`src/rtl/popcount_match.sv`:
```
// Two-stage popcount-and-compare pipeline with valid/ready handshakes on both
// sides and a saturating count of delivered matches.
module popcount_match #(
   parameter int WIDTH = 8,
   parameter int CNT_W = $clog2(WIDTH + 1),
   parameter int TOT_W = 16
) (
   input  logic             clk,
   input  logic             rst,
   input  logic             in_valid,
   output logic             in_ready,
   input  logic [WIDTH-1:0] in_data,
   input  logic [CNT_W-1:0] target,
   input  logic [1:0]       mode,
   output logic             out_valid,
   input  logic             out_ready,
   output logic [CNT_W-1:0] out_count,
   output logic             out_match,
   input  logic             clr_total,
   output logic [TOT_W-1:0] match_total,
   output logic             total_sat
);

   localparam logic [TOT_W-1:0] TOT_MAX = {TOT_W{1'b1}};

   logic             r_s1_vld;
   logic [CNT_W-1:0] r_s1_cnt;
   logic [CNT_W-1:0] r_s1_tgt;
   logic [1:0]       r_s1_mode;
   logic             r_s2_vld;
   logic [CNT_W-1:0] r_s2_cnt;
   logic             r_s2_match;
   logic [TOT_W-1:0] r_total;
   logic             r_sat;

   logic [CNT_W-1:0] w_pop;
   logic             w_match;
   logic             w_s2_free;
   logic             w_s2_load;
   logic             w_in_xfer;
   logic             w_out_xfer;

   always_comb begin
      w_pop = '0;
      for (int i = 0; i < WIDTH; i++) w_pop = w_pop + CNT_W'(in_data[i]);
   end

   // Unsigned compare on CNT_W bits; a target above WIDTH falls out naturally.
   always_comb begin
      w_match = 1'b0;
      case (r_s1_mode)
         2'b00:   w_match = (r_s1_cnt == r_s1_tgt);
         2'b01:   w_match = (r_s1_cnt >= r_s1_tgt);
         2'b10:   w_match = (r_s1_cnt <= r_s1_tgt);
         default: w_match = (r_s1_cnt != r_s1_tgt);
      endcase
   end

   assign w_out_xfer = r_s2_vld && out_ready;
   assign w_s2_free  = !r_s2_vld || out_ready;
   assign w_s2_load  = r_s1_vld && w_s2_free;
   assign in_ready   = !r_s1_vld || w_s2_free;
   assign w_in_xfer  = in_valid && in_ready;

   always_ff @(posedge clk) begin
      if (rst) begin
         r_s1_vld  <= 1'b0;
         r_s1_cnt  <= '0;
         r_s1_tgt  <= '0;
         r_s1_mode <= 2'b00;
      end else if (w_in_xfer) begin
         r_s1_vld  <= 1'b1;
         r_s1_cnt  <= w_pop;
         r_s1_tgt  <= target;
         r_s1_mode <= mode;
      end else if (w_s2_load) begin
         r_s1_vld  <= 1'b0;
      end
   end

   always_ff @(posedge clk) begin
      if (rst) begin
         r_s2_vld   <= 1'b0;
         r_s2_cnt   <= '0;
         r_s2_match <= 1'b0;
      end else if (w_s2_load) begin
         r_s2_vld   <= 1'b1;
         r_s2_cnt   <= r_s1_cnt;
         r_s2_match <= w_match;
      end else if (w_out_xfer) begin
         r_s2_vld   <= 1'b0;
      end
   end

   // Clear wins over a same-cycle increment; saturation flag is sticky.
   always_ff @(posedge clk) begin
      if (rst || clr_total) begin
         r_total <= '0;
         r_sat   <= 1'b0;
      end else if (w_out_xfer && r_s2_match) begin
         if (r_total == TOT_MAX) r_sat <= 1'b1;
         else                    r_total <= r_total + 1'b1;
      end
   end

   assign out_valid   = r_s2_vld;
   assign out_count   = r_s2_cnt;
   assign out_match   = r_s2_match;
   assign match_total = r_total;
   assign total_sat   = r_sat;

endmodule
```
`config.mk`:
```
export PLATFORM = sky130hd
export DESIGN_NAME = popcount_match
export DESIGN_NICKNAME = d
export VERILOG_FILES = /design/src/rtl/popcount_match.sv
export SDC_FILE = /design/constraint.sdc
export NUM_CORES = 1
export LEC_CHECK = 0
export CAP_MARGIN = 10
export CORE_MARGIN = 4
export CORE_UTILIZATION = 45
export CTS_CLUSTER_SIZE = 28
export DETAILED_ROUTE_END_ITERATION = 8
export PLACE_DENSITY = 0.7
export SLEW_MARGIN = 30
export SYNTH_ARGS = -nofsm -noshare
export SYNTH_HDL_FRONTEND = slang
export SYNTH_SLANG_ARGS = --single-unit
```
`constraint.sdc`:
```
create_clock -name clk -period 3.4 [get_ports clk]
set_input_delay 0.68 -clock clk [delete_from_list [all_inputs] [get_ports clk]]
set_output_delay 0.68 -clock clk [all_outputs]
set_load 0.01 [all_outputs]
```
; Yosys cells after proc, flatten, opt, wreduce, memory -nomap -nowiden
; Cells that the tools add are included.
[word_totals]
inputBits = 19
elab_cells = 44
output_inout_bits = 24
regBits = 34
[classes]
order_cmp = 2
muxes = 5
bitwise_logic = 1
eq_ne = 5
n_addsub = 8
n_reduce_logical = 14
[ops]
columns = op, count
row1 = 16-bit by 1-bit adder with 16-bit output (second input constant), 1
row2 = 4-bit by 1-bit adder with 4-bit output, 4
row3 = 16-bit == test (second input constant), 1
row4 = 3-bit by 1-bit adder with 4-bit output, 1
row5 = 4-bit == test, 1
row6 = 4-bit >= comparator, 1
row7 = 4-bit less-or-equal comparator, 1
row8 = 1-bit logical AND, 4
row9 = 1-bit 2-to-1 mux, 4
row10 = 4-bit inequality test, 1
row11 = 2-bit AND reduction, 2
row12 = 2-bit nonzero test, 2
row13 = 2-bit by 1-bit adder with 3-bit output, 1
row14 = 1-bit logical OR, 3
row15 = 1-bit one-hot mux with 3 select lines, 1
row16 = 1-bit by 1-bit adder with 2-bit output, 1
row17 = 2-bit by 1-bit == test with 1-bit output (second input constant), 1
row18 = 2-bit == test (second input constant), 1
row19 = 1-bit logical NOT, 2
row20 = 2-bit logical NOT, 1
row21 = 1-bit NOT, 1

; Logic depth before layout (Yosys ltp)
; Gate-level depths: netlist of run 1.
[logic_depth]
word_depth = 7
ltp_mapped = 11
depth_no_buf = 11

; Worst setup path before layout of run 1
; Ideal clock, no wire load.
[synth_path]
kind = input to register
from = input in_data[0]
to = register r_s1_cnt[2]
setup_ns = 0.128
cell_stages = 11
setup_slack_ns = 0.255
arrival_ns = 3.017
required_ns = 3.272
n_path_buf = 0
path_cell_list = fa_1 inv_1 fa_1 fa_1 inv_1 ha_1 inv_1 fa_1 xnor2_1 mux2i_1 nor2_1
[synth_between]
elab_chain_len = 7
[synth_rtl]
columns = item, line
row1 = "start, declared", 12  ; input logic [WIDTH-1:0] in_data,
row2 = 1-bit by 1-bit adder with 2-bit output, 45  ; for (int i = 0; i < WIDTH; i++) w_pop = w_pop + CNT_W'(in_data[i]);
row3 = 2-bit by 1-bit adder with 3-bit output, 45
row4 = 3-bit by 1-bit adder with 4-bit output, 45
row5 = 4-bit by 1-bit adder with 4-bit output (4 in series), 45
row6 = "end signal, assigned", 73  ; r_s1_cnt <= w_pop;
row7 = "end, declared", 27  ; logic [CNT_W-1:0] r_s1_cnt;
; No other way between the ends.
; A chain may end at the register's enable or synchronous reset.

; Worst setup path in the final report of run 1
; Same ends and word-level chain as after synthesis.

==> impl_metrics.py, run 1 <==
metrics = {
    "placement": {
        "place_congestion": 0.785,
        "place_hpwl_mm": 3.17,
        "port_buffers": 42,
    },
    "detailed_routing": {
        "first_pass_iters": 4,
        "via_count": 1681,
        "ant_nets": 0,
        "drtIter0Drc": 108,
        "viasPerCell": 5.46,
        "totalWireLength_mm": 4.29,
        "routedWlPerCell_microns": 13.9,
        "drc_errors": 0,
    },
    "yosys": {
        "ys_seq_area_frac": 0.369,
        "synth_commonest_cells": "34 x dfxtp_1, 28 x a21oi_1, 28 x nand2_1",
        "syn_avg_cell_area_sq_um": 8.45,
        "synth-edff-count": 0,
        "synth_cells": 218,
        "yosys-top-cells-area": "dfxtp_1 37%, a21oi_1 7.6%, nand2_1 5.7%, ha_1 5.4%, nand3_1 4.6%",
        "synth_top_area_share": 0.369,
        "netlist_area_sq_um": 1840,
        "synth-async-reset-ratio": 0,
        "ys_seq_elements": 34,
        "yosysTopAreaCell": "dfxtp_1",
        "synth.distinct_cells": 47,
        "yosysWarnings": 0,
        "synth_ff_type": "dfxtp_1",
        "syn_nets": 249,
        "yosysMostFrequentCell": "dfxtp_1",
    },
    "die": {
        "die_h_microns": 72.0,
        "num_io_pins": 43,
        "initial_utilization": 0.485,
        "die_w_microns": 72.0,
        "rows": 22,
        "die-area_sq_um": 5180,
        "core-area_sq_um": 3800,
    },
    "sta": {
        "skew_ps": 3.49,
        "drv_slew": 0,
        "slew_headroom": 0.463,
        "tightestPinTransition_ps": 802,
        "timing.final.crit_period_ps": 3180,
        "fin_tns_setup_ps": 0,
        "hold_violations": 0,
        "whs_ps": 454,
        "min_period_over_period": 0.935,
        "max_freq_mhz": 314,
        "finalSetupViolCount": 0,
        "rsz0062_at_grt": "no",
    },
    "critical_path": {
        "cp_slowest_stage_delay_ps": 550,
        "criticalPathCategory": "in -> reg",
        "endpoint_kind": "flop",
        "required_ps": 3580,
        "crit_top_cell": "fa_1",
        "crit_fanout": 2,
        "slowest_stage": "fa_1",
        "path_cells": "dlymetal6s2s_1 -> fa_1 -> inv_2 -> fa_1 -> fa_1 -> inv_1 -> ha_2 -> inv_1 -> fa_2 -> xnor2_2 -> mux2i_1 -> nor2_1",
        "cp-start-kind": "primary input",
        "cp.arrival_ps": 3360,
    },
    "global_routing": {
        "grt_max_degree": 22,
        "antenna_found_initial": 0,
        "overflow": 0,
        "grt_pass1_wl_mm": 7.28,
        "grt_pass1_vias": 1560,
        "grt.total_usage": 0.175,
    },
    "cells_and_area": {
        "multi_input_area_sq_um": 1060,
        "antennaDiodeCount": 0,
        "drive_above_1_share": 0.0769,
        "seq_area_sq_um": 681,
        "area_delta_synth_final_pct": 31.0,
        "nets": 290,
        "num-fill-cells": 353,
    },
    "cts": {
        "cts.htree.levels": 2,
        "post_cts_resized": 0,
        "cts_tree": "built",
        "cts_buffers": 5,
        "cts_buffer_depth": 2,
        "cts.clk_slew.worst_paths_ps": 70,
        "postCtsSetupRepairBufs": 0,
        "worstSkewPairLatency_ps": 290,
        "cts.sinks": 34,
        "ctsRootBufferMaster": "clkbuf_8",
        "holdBufCountCts": 0,
    },
    "run": {
        "cap_violations": 0,
    },
    "outcome": {
        "status": "completed",
    },
    "power_and_ir_drop": {
        "p_per_area_nw_per_um2": 374,
        "vdd_drop_max_uv": 339,
        "p_leak_nw": 0.875,
    },
    "hold_path": {
        "hp-class": "reg -> reg",
    },
}
-- where the power goes --
part | internal, mW | total, mW | switching, mW
registers | 0.413 | 0.427 | 0.0139
logic | 0.0812 | 0.154 | 0.0731
clock network | 0.163 | 0.321 | 0.158
total | 0.657 | 0.902 | 0.245
-- final timing paths --
path | start | endpoint | slack [ps] | cells past startpoint
setup / recovery | in_data[0] | r_s1_cnt[2]$_SDFFE_PP0P_ | 220 | 12
setup reg to reg | match_total[0]$_SDFFE_PP0P_ | match_total[0]$_SDFFE_PP0P_ | 1370 | 5
hold / removal | out_count[1]$_SDFFE_PP0P_ | out_count[1]$_SDFFE_PP0P_ | 450 | 2
hold reg to reg | out_count[1]$_SDFFE_PP0P_ | out_count[1]$_SDFFE_PP0P_ | 450 | 2
-- per-layer routing --
layer	vias to the layer above	routed length (microns)	part of all wire	track usage
li1	869	-	-	-
met1	772	1970	0.46	0.221
met2	34	2060	0.48	0.299
met3	6	189	0.044	0.0360
met4	0	68	0.016	0.0564
met5	-	0	0	0
-- critical path, delay by kind of cell --
family        cells  cell delay [ps]
mux               1              120
fa+ha+maj         5             2070
xor+xnor          1              140
simple gates      1               60
buf+inv           4              300
-- logic make-up after synthesis --
family / after synthesis / share of synthesized area
AND/OR/NAND/NOR: 85 / 0.264
AO/OA/AOI/OAI: 53 / 0.183
XOR/XNOR: 1 / 0.00475
adder cells (fa/ha/maj): 12 / 0.0978
flip-flops: 34 / 0.369
buffers and inverters: 29 / 0.0597
multiplexers: 4 / 0.0217
-- per-stage QoR --
stage	worst slack [ps]	instance area [sq um]	instances	util	total power, mW
6_report	220	2410	308	0.636	0.902
5_1_grt	85.5	2410	308	0.636	0.942
2_1_floorplan	255	1840	218	-	0.527
3_3_place_gp	-265	2300	300	0.605	0.579
4_1_cts	9.19	2390	308	0.630	0.896
3_5_place_dp	-301	2300	300	0.605	0.583
-- placed cells by master, fill, tap and decap left out, drive strengths merged, types with 2 or more instances in the layout --
| cell type | count |
|---|---|
| fa | 4 |
| a2111oi | 2 |
| or4b | 3 |
| dfxtp | 34 |
| o31ai | 2 |
| a211oi | 2 |
| clkdlybuf4s50 | 39 |
| o21a | 2 |
| or2 | 4 |
| nor4 | 3 |
| o41ai | 4 |
| and4 | 3 |
| nor2 | 5 |
| mux2i | 4 |
| or3 | 2 |
| nor3 | 5 |
| nand4 | 4 |
| and3 | 2 |
| or4 | 3 |
| buf | 2 |
| nand3 | 17 |
| inv | 19 |
| nand2 | 28 |
| ha | 8 |
| a21oi | 28 |
| a2111o | 2 |
| dlymetal6s2s | 3 |
| clkbuf | 6 |
| o21ai | 4 |
-- state kept, by name (all words and copies together), names as in the netlist --
| name | flops |
|---|---|
| match_total | 16 |
| out_count | 4 |
| out_match | 1 |
| out_valid | 1 |
| r_s1_cnt | 4 |
| r_s1_mode | 2 |
| r_s1_tgt | 4 |
| r_s1_vld | 1 |
| total_sat | 1 |
-- area by class of cell --
class / count / share of cell area
clock inverters: 2 / 0.00518
multi-input cells: 155 / 0.441
repair buffers: 44 / 0.183
well taps: 48 / 0.0249
inverters: 19 / 0.0295
clock buffers: 6 / 0.0342
flip-flops and latches: 34 / 0.282
Power figures use the tool's default switching activity.
==> run 2: changes to the inputs <==
--- a/config.mk
+++ b/config.mk
@@ -8,6 +8,7 @@
 export CAP_MARGIN = 10
 export CORE_MARGIN = 4
 export CORE_UTILIZATION = 45
+export CTS_CLUSTER_DIAMETER = 50
 export CTS_CLUSTER_SIZE = 28
 export DETAILED_ROUTE_END_ITERATION = 8
 export PLACE_DENSITY = 0.7
==> results of run 2 <==
Same layout as run 1: the final DEF is identical, and so are final timing and power.
==> run 3: changes to the inputs <==
--- a/config.mk
+++ b/config.mk
@@ -11,7 +11,8 @@
 export CTS_CLUSTER_DIAMETER = 50
 export CTS_CLUSTER_SIZE = 28
 export DETAILED_ROUTE_END_ITERATION = 8
-export PLACE_DENSITY = 0.7
+export PLACE_DENSITY = 0.73
+export REMOVE_ABC_BUFFERS = 1
 export SLEW_MARGIN = 30
 export SYNTH_ARGS = -nofsm -noshare
 export SYNTH_HDL_FRONTEND = slang
==> impl_metrics.py, run 3 (synthesis results as in run 1) <==
metrics = {
    "outcome": {
        "status": "completed",
    },
    "die": {
        "num_io_pins": 43,
        "rows": 22,
        "die_w_microns": 72.0,
        "die-area_sq_um": 5180,
        "core-area_sq_um": 3800,
        "die_h_microns": 72.0,
        "initial_utilization": 0.485,
    },
    "global_routing": {
        "grt.total_usage": 0.172,
        "overflow": 0,
        "grt_max_degree": 17,
        "antenna_found_initial": 0,
        "grt_pass1_vias": 1563,
        "grt_pass1_wl_mm": 7.09,
    },
    "cts": {
        "cts.sinks": 34,
        "cts_buffers": 5,
        "holdBufCountCts": 0,
        "cts_tree": "built",
        "cts_buffer_depth": 2,
        "worstSkewPairLatency_ps": 280,
        "cts.htree.levels": 2,
        "ctsRootBufferMaster": "clkbuf_8",
        "cts.clk_slew.worst_paths_ps": 70,
    },
    "cells_and_area": {
        "final_cell_mix": "40 x clkdlybuf4s50_1, 34 x dfxtp_1, 28 x a21oi_1, 28 x nand2_1, 19 x inv_1",
        "nets": 290,
        "fin_area_sq_um": 2400,
        "layout_commonest_cell": "clkdlybuf4s50_1",
        "antennaDiodeCount": 0,
        "area_delta_synth_final_pct": 30.3,
        "drive_above_1_share": 0.0615,
        "largest_register_ffs": 16,
        "fin_cells": 308,
    },
    "critical_path": {
        "endpoint_kind": "flop",
        "rr_endpoint": "match_total[0]$_SDFFE_PP0P_",
        "path_cells": "clkdlybuf4s50_1 -> fa_1 -> inv_1 -> fa_1 -> fa_1 -> inv_1 -> ha_1 -> inv_1 -> fa_1 -> xnor2_1 -> mux2i_1 -> nor2_1",
        "slowest_stage": "fa_1",
        "rr_worst_depth": 5,
        "cp_slowest_stage_delay_ps": 490,
        "startpoint": "in_data[3]",
        "criticalPathCategory": "in -> reg",
        "crit_fanout": 2,
        "cp_num_buf_inv": 4,
        "crit_path_end": "r_s1_cnt[2]$_SDFFE_PP0P_",
        "cp.depth": 12,
        "cp-start-kind": "primary input",
        "crit_top_cell": "fa_1",
        "cp.arrival_ps": 3470,
        "required_ps": 3580,
        "cp_top_family": "adder cells",
        "r2r_setup_slack_ps": 1390,
        "r2r_start": "match_total[0]$_SDFFE_PP0P_",
    },
    "placement": {
        "place_area_sq_um": 2300,
        "port_buffers": 42,
        "place_hpwl_mm": 3.14,
        "place_congestion": 0.810,
        "pre_cts_ws_ps": -260,
        "place_inst": 300,
    },
    "detailed_routing": {
        "ant_nets": 0,
        "via_count": 1731,
        "totalWireLength_mm": 4.21,
        "routedWlPerCell_microns": 13.7,
        "drc_errors": 0,
        "viasPerCell": 5.62,
        "first_pass_iters": 4,
        "drtIter0Drc": 96,
    },
    "power_and_ir_drop": {
        "vdd_drop_max_uv": 255,
        "p_per_area_nw_per_um2": 368,
        "p_leak_nw": 0.866,
        "power.total_uw": 884,
    },
    "sta": {
        "timing.final.crit_period_ps": 3290,
        "skew_ps": 2.19,
        "max_freq_mhz": 304,
        "hold_violations": 0,
        "drv_slew": 0,
        "tightestPinTransition_ps": 792,
        "min_period_over_period": 0.967,
        "finalSetupViolCount": 0,
        "worst_slack_ps": 111,
        "fin_tns_setup_ps": 0,
        "slew_headroom": 0.469,
        "rsz0062_at_grt": "no",
    },
    "hold_path": {
        "hp-class": "reg -> reg",
    },
    "run": {
        "cap_violations": 0,
    },
}
-- run 3: changes by cell type in the layout (fill, tap and decap cells not counted), sizes merged --
cell,change
clkinvlp,-1
dlymetal6s2s,-1
clkdlybuf4s50,+1
clkbuf,+1
-- run 3: worst min-delay path by stage --
stage / startpoint / end / slack [ps] / depth (start not counted)
after global routing: r_s1_tgt[3]$_SDFFE_PP0P_ / r_s1_tgt[3]$_SDFFE_PP0P_ / 490 / 2
after CTS: out_count[2]$_SDFFE_PP0P_ / out_count[2]$_SDFFE_PP0P_ / 460 / 2
final: out_count[2]$_SDFFE_PP0P_ / out_count[2]$_SDFFE_PP0P_ / 460 / 2
after detailed placement: out_count[2]$_SDFFE_PP0P_ / out_count[2]$_SDFFE_PP0P_ / 450 / 2
after global placement: r_s1_tgt[2]$_SDFFE_PP0P_ / r_s1_tgt[2]$_SDFFE_PP0P_ / 450 / 2
after floorplan: r_s1_tgt[1]$_SDFFE_PP0P_ / r_s1_tgt[1]$_SDFFE_PP0P_ / 430 / 2
-- run 3: power breakdown --
part           internal, mW  switching, mW  total, mW  leakage [nW]
registers             0.413         0.0138      0.427         0.276
logic                0.0767         0.0698      0.147         0.541
clock network         0.163          0.147      0.310        0.0482
-- run 3: worst reg2reg max path, delay by kind of cell, from the launching register on --
kind            cells  cell delay (ps)
simple gates        2              850
fa+ha+maj           1              210
compound gates      1              260
flops               1              420
mux                 1              160
-- run 3: through the flow --
step           hold slack, ps  utilization
3_5_place_dp              450        0.605
4_1_cts                   459        0.629
5_1_grt                   488        0.632
6_report                  458        0.632
3_3_place_gp              446        0.605
2_1_floorplan             430            -
-- run 3: timing repair --
item	in CTS	in global routing
setup buffers	0	0
hold endpoints to repair	0	0
gates resized for setup	0	3
endpoints found under the setup margin	0	2
-- run 3: layer usage --
layer / vias up / share of wire / wire (microns) / global-route usage
li1: 870 / - / - / -
met1: 812 / 0.44 / 1870 / 0.211
met2: 43 / 0.50 / 2090 / 0.292
met3: 6 / 0.046 / 194 / 0.0388
met4: 0 / 0.014 / 61 / 0.0668
met5: - / 0 / 0 / 0
-- run 3: final cells by class --
class,count,area [sq um]
Timing Repair Buffer,44,440
Clock buffer,7,86.3
Fill cell,355,1400
Clock inverter,1,5.00
Tap cell,48,60.1
Multi-Input combinational cell,155,1060
Sequential cell,34,681
Inverter,19,71.3
